<file path="config.mk">
export PLATFORM = sky130hd
export DESIGN_NAME = imem_responder
export DESIGN_NICKNAME = d
export VERILOG_FILES = /design/src/rtl/imem_responder.sv
export SDC_FILE = /design/constraint.sdc
export NUM_CORES = 1
export LEC_CHECK = 0
export CAP_MARGIN = 20
export CORE_MARGIN = 2
export CORE_UTILIZATION = 48
export DETAILED_ROUTE_END_ITERATION = 16
export GPL_TIMING_DRIVEN = 0
export PLACE_DENSITY = 0.81
export SYNTH_ARGS = -nofsm -noshare
export SYNTH_HDL_FRONTEND = slang
export SYNTH_SLANG_ARGS = --single-unit
</file>
<file path="constraint.sdc">
create_clock -name clk_i -period 2.6 [get_ports clk_i]
set_input_delay 0.52 -clock clk_i [delete_from_list [all_inputs] [get_ports clk_i]]
set_output_delay 0.52 -clock clk_i [all_outputs]
set_load 0.1 [all_outputs]
</file>
<file path="src/rtl/imem_responder.sv">
// Instruction memory responder: grants fetches, drives the SRAM macro,
// keeps a one-word bypass buffer and flags bad addresses.
module imem_responder #(
  parameter logic [31:0] BASE_ADDR   = 32'h0000_0000,
  parameter int          DEPTH_WORDS = 1024,
  parameter int          WAIT_CYCLES = 1
) (
  input  logic                           clk_i,
  input  logic                           rst_ni,
  input  logic                           mem_rd_i,
  input  logic [31:0]                    mem_addr_i,
  output logic                           mem_gnt_o,
  output logic                           mem_rvalid_o,
  output logic [31:0]                    mem_rdata_o,
  output logic                           mem_err_o,
  input  logic                           flush_i,
  output logic                           sram_csb_o,
  output logic [$clog2(DEPTH_WORDS)-1:0] sram_addr_o,
  input  logic [31:0]                    sram_rdata_i
);

  localparam int AW = $clog2(DEPTH_WORDS);

  typedef enum logic {
    S_IDLE,
    S_WAIT
  } state_e;

  state_e          state_q, state_d;
  logic [3:0]      cnt_q;
  logic [AW-1:0]   miss_idx_q;
  logic            buf_valid_q;
  logic [AW-1:0]   buf_tag_q;
  logic [31:0]     buf_data_q;
  logic            flush_pend_q;

  logic [31:0]     off;
  logic [AW-1:0]   idx;
  logic            addr_err;
  logic            hit;
  logic            miss_go;
  logic            done;

  assign off      = mem_addr_i - BASE_ADDR;
  assign idx      = off[AW+1:2];
  assign addr_err = (off[1:0] != 2'b00)
                  | (off[31:AW+2] != '0);
  assign hit      = ~addr_err & buf_valid_q
                  & (buf_tag_q == idx) & ~flush_i;
  assign miss_go  = mem_gnt_o & ~addr_err & ~hit;
  assign done     = (state_q == S_WAIT)
                  & (cnt_q == 4'd0);

  // State register.
  always_ff @(posedge clk_i or negedge rst_ni) begin
    if (!rst_ni) state_q <= S_IDLE;
    else         state_q <= state_d;
  end

  // Next state: a miss parks in WAIT until the SRAM data is taken.
  always_comb begin
    state_d = state_q;
    unique case (state_q)
      S_IDLE: if (miss_go) state_d = S_WAIT;
      S_WAIT: if (cnt_q == 4'd0) state_d = S_IDLE;
      default: state_d = S_IDLE;
    endcase
  end

  // Grant and SRAM strobe; only a granted miss touches the macro.
  always_comb begin
    mem_gnt_o   = mem_rd_i & (state_q == S_IDLE);
    sram_csb_o  = ~miss_go;
    sram_addr_o = idx;
  end

  // Wait-state counter and captured miss index.
  always_ff @(posedge clk_i or negedge rst_ni) begin
    if (!rst_ni) begin
      cnt_q      <= 4'd0;
      miss_idx_q <= '0;
    end else if (miss_go) begin
      cnt_q      <= 4'(WAIT_CYCLES);
      miss_idx_q <= idx;
    end else if (state_q == S_WAIT && cnt_q != 4'd0) begin
      cnt_q <= cnt_q - 4'd1;
    end
  end

  // Response register: one pulse per grant, data held between pulses.
  always_ff @(posedge clk_i or negedge rst_ni) begin
    if (!rst_ni) begin
      mem_rvalid_o <= 1'b0;
      mem_err_o    <= 1'b0;
      mem_rdata_o  <= 32'h0;
    end else begin
      mem_rvalid_o <= 1'b0;
      mem_err_o    <= 1'b0;
      if (done) begin
        mem_rvalid_o <= 1'b1;
        mem_rdata_o  <= sram_rdata_i;
      end else if (mem_gnt_o) begin
        unique case (1'b1)
          addr_err: begin
            mem_rvalid_o <= 1'b1;
            mem_err_o    <= 1'b1;
            mem_rdata_o  <= 32'h0;
          end
          hit: begin
            mem_rvalid_o <= 1'b1;
            mem_rdata_o  <= buf_data_q;
          end
          default: ;
        endcase
      end
    end
  end

  // Last-word buffer; a flush seen during WAIT keeps the fill invalid.
  always_ff @(posedge clk_i or negedge rst_ni) begin
    if (!rst_ni) begin
      buf_valid_q  <= 1'b0;
      buf_tag_q    <= '0;
      buf_data_q   <= 32'h0;
      flush_pend_q <= 1'b0;
    end else if (done) begin
      buf_valid_q  <= ~(flush_pend_q | flush_i);
      buf_tag_q    <= miss_idx_q;
      buf_data_q   <= sram_rdata_i;
      flush_pend_q <= 1'b0;
    end else if (flush_i) begin
      buf_valid_q <= 1'b0;
      if (state_q == S_WAIT) flush_pend_q <= 1'b1;
    end
  end

endmodule
</file>
== Word level (Yosys, flattened, before mapping) ==
Cells that the tools add are included.
Storage, ports and cells
  register bits: 93
  output and inout bits: 46
  word-level logic and storage cells: 59
Operators by class
  add/subtract/negate cells: 1
  eq/ne operators: 1
  multiplexer cells: 19
  bitwise operators: 15
  reduce and logical (&&, ||, !) cells: 13
Operator list (count)
  32-bit 2-to-1 mux: 2
  32-bit case mux with 2 select lines: 1
  20-bit nonzero test: 1
  1-bit 2-to-1 mux: 13
  10-bit equality test: 1
  2-bit nonzero test: 5
  4-bit 2-to-1 mux: 2
  1-bit bitwise AND: 7
  1-bit inverter: 6
  4-bit logical NOT: 1
  2-bit AND reduction: 2
  4-bit nonzero test: 1
  4-bit by 1-bit subtractor with 4-bit output (second input constant): 1
  3-bit nonzero test: 1
  1-bit bitwise OR: 2
  1-bit case mux with 2 select lines: 1
  2-bit OR reduction: 1
  1-bit logical AND: 1

== Depth between registers and ports, before layout ==
  depth in word-level cells: 10
  mapped depth: 9
  depth with buffers taken out: 7

== Worst setup path after synthesis ==
Ideal clock, no wire load.
  path kind: input to output
  start point: in mem_rd_i
  end point: out sram_csb_o
  arrival: 3255 ps
  slack: -1175 ps
  stages on the path: 5
  path buffers: 2
  path through: nand2b_1 inv_1 clkbuf_1 clkbuf_1 nand4_1
On the way
  word-level cells in the longest chain between the ends: 4
RTL lines
  start: declaration: RTL line 10  | input logic mem_rd_i,
  1-bit bitwise AND: RTL line 72  | mem_gnt_o = mem_rd_i & (state_q == S_IDLE);
  named net mem_gnt_o: RTL line 12  | output logic mem_gnt_o,
  1-bit bitwise AND (2 in series): RTL line 50  | assign miss_go = mem_gnt_o & ~addr_err & ~hit;
  1-bit inverter: RTL line 73  | sram_csb_o = ~miss_go;
  end: declaration: RTL line 17  | output logic sram_csb_o,
The timed path passes the listed nets, and every way through them passes these cells.

== Worst setup path in the final report ==
  start point: in mem_addr_i[7]
  end point: out sram_addr_o[5]
RTL lines
  start: declaration: RTL line 11  | input logic [31:0] mem_addr_i,
  end: declaration: RTL line 18  | output logic [$clog2(DEPTH_WORDS)-1:0] sram_addr_o,
No word-level cell between the ends.

==> reports/qor.txt <==
Clock Sinks = 93
switching share of power = 30.24%
vias in the first global route = 3,744
antenna cells = 0
Post-Syn Area per Cell = 10.02 um^2
# DRC = 0
Setup TNS = 0 ns
Slew Limit Fails = 0
max_cap viols = 0
slew margin rel. = 32.00%
Clock Root Buffer = clkbuf_8
Netlist Area Pre-Place = 4240 um^2
worst endpoint required time = 2.08 ns
initial antenna violation count = 0
Syn Nets = 492
cts repair resizes = 23
worst clock skew = 0.007196 ns
Setup Viol. Count Final = 0
fin util = 66.85%
CP startpoint kind = input port
CP max FO = 3
RSZ-0062 raised after global routing = no
die extent in x = 97.99 um
largest area contributor in the netlist = dfrtp_1
Via-to-Cell Ratio = 5.577
measured slew at the worst slew-check pin = 1.017 ns
Nets = 617
Die Ht = 97.99 um
Clk pin slew, worst setup/hold paths = 0.09 ns
Post-CTS Setup Bufs = 0
WS Path Type = input port to output pin
outcome = complete, no violations
Pwr Total = 3351 uW
core area = 8636 um^2
final setup margin = 0.02755 ns
P_leak = 0.002662 uW
worst vdd ir = 0.3427 mV
clock power share = 32.4%
pin count of the biggest net entering global routing = 74
Port Buf Inserts = 113
Syn Inst Count = 423
wirelength, routed = 10.98 mm
detailed-placement wirelength estimate = 7.879 mm
initial DRC count = 198
global-route wire length before repair = 18.42 mm
Synthesis Warnings = 0
Cell Int Power = 2338 uW
Hold Path Class = input port to asynchronous set/reset pin
Ports = 114
via count = 3,681
Critical Path AT = 2.05 ns
post-synth top area share = 54.88%
Starting Density = 49.10%
post-synth cell types = 32
largest cells by area after synthesis = dfrtp_1, nand2_1, o221a_2
Clk Latency, worst-skew pair = 0.35 ns
TritonCTS clock tree = done
All-Layer GR Usage = 23.71%
GPL Wtd Cong = 0.8479
area delta synth->final = 36.15%
Cell Pwr Density = 580.5 nW/um^2
CTS Buf Count = 9
Seq pwr share = 46.3%
Overflow after GRT = 0
Synth Register Bits = 93
DP Worst Slack = -0.8023 ns
Comb power frac = 21.3%
share of cells above drive strength 1 = 16.12%
Tcrit/Tclk final = 98.94%
Switch Pwr = 1013 uW
final hold violations = 0
Routed Antenna Nets = 0
Seq/Total Area, Yosys = 54.88%
worst-case clock buffer depth = 2
Setup crit end kind = output pin
hold buffer count at cts = 0
Period minus WS final = 2.572 ns
htree depth = 3
DR pass1 iterations = 5
Routed WL per cell = 16.64 um
Rows = 34
die footprint = 9602 um^2
Max Fclk = 388.7 MHz
metal layers:
metal,routed length (um),track usage [%]
met1,4654,32.43
met2,5532,39.04
met3,557,3.006
met4,238,8.761
met5,0,0
synthesized netlist by cell type:
master / instances
clkbuf_1: 19
mux2_2: 2
nor3b_1: 1
nand2_1: 131
nor2b_1: 1
and2_1: 2
nand3_2: 1
o221a_2: 32
and4_1: 1
buf_4: 12
nand3_1: 1
or4_4: 2
nand3_4: 1
xor2_1: 2
ha_1: 1
buf_1: 1
mux2_4: 8
nor2_1: 6
nor4_1: 5
xnor2_1: 11
nor3_4: 1
inv_1: 4
buf_6: 1
nand4b_1: 2
dfrtp_1: 93
buf_2: 4
a211oi_1: 1
o21ai_0: 33
a21oi_1: 38
nand4_1: 3
nand2b_1: 2
and2_4: 1
power groups by stage:
stage / Sequential [uW] / Clock (uW) / Combinational [uW]
6_report: 1550 / 1090 / 713
5_1_grt: 1560 / 1150 / 749
4_1_cts: 1550 / 1090 / 717
3_5_place_dp: 1580 / 0 / 721
3_3_place_gp: 1580 / 0 / 705
2_1_floorplan: 1830 / 0 / 194
layout by cell type (no fill, tap or decap), drive strengths merged, types with 9 or more instances in the layout:
master	n
nand2	131
mux2	10
dfrtp	93
o21ai	33
o221a	32
a21oi	38
dlygate4sd2	9
buf	23
clkbuf	31
clkdlybuf4s50	100
xnor2	11
kinds of logic (layout without fill, tap and decap cells):
kind of cell / count (synthesis) / count (layout) / synth area share, %
flip-flops: 93 / 93 / 54.88
buffers and inverters: 41 / 170 / 4.987
XOR/XNOR: 13 / 13 / 2.685
AND/OR/NAND/NOR: 161 / 161 / 16.73
multiplexers: 10 / 10 / 3.364
AO/OA/AOI/OAI: 104 / 104 / 17.06
adder cells (fa/ha/maj): 1 / 1 / 0.2950
worst max-delay path, stage by stage:
cell and delay (ns):
clkdlybuf4s50_1 0.54, buf_4 0.13, dlygate4sd2_1 0.85
worst paths after layout:
kind | slack, ns | to | cells after the start | startpoint
worst max-delay path | 0.03 | sram_addr_o[5] | 3 | mem_addr_i[7]
worst min-delay path | 0.04 | miss_idx_q[3]$_DFFE_PN0P_ | 1 | rst_ni
worst max register to register | 0.26 | buf_data_q[20]$_DFFE_PN0P_ | 9 | cnt_q[0]$_DFFE_PN0P_
worst min register to register | 0.47 | buf_valid_q$_DFFE_PN0P_ | 1 | flush_pend_q$_DFFE_PN0P_
max in group asynchronous | 1.91 | buf_data_q[6]$_DFFE_PN0P_ | 2 | rst_ni
min in group clk_i | 0.47 | buf_valid_q$_DFFE_PN0P_ | 1 | flush_pend_q$_DFFE_PN0P_
through the flow:
stage,hold slack [ns],area [um^2],std cells
global route,0.06502,5773,660
global placement,0.4357,5529,644
finish,0.04409,5773,660
detailed placement,0.4335,5554,645
CTS,0.05270,5762,660
floorplan,0.2244,4263,423
sequential cells by signal, summed over array words and instances, names as in the netlist, 4 cells and up:
register and cells:
buf_data_q 32, miss_idx_q 10, mem_rdata_o 32, cnt_q 4, buf_tag_q 10
final cells by class:
class                   count  area (um^2)
repair buffers            114         1141
clock buffers              12        155.1
fillers                   659         2863
multi-input cells         289         1709
inverters                   4        15.01
well taps                 108        135.1
clock inverters             3        68.82
flip-flops and latches     93         2327
plain buffers              37        221.5
(Power assumes the default switching activity.)
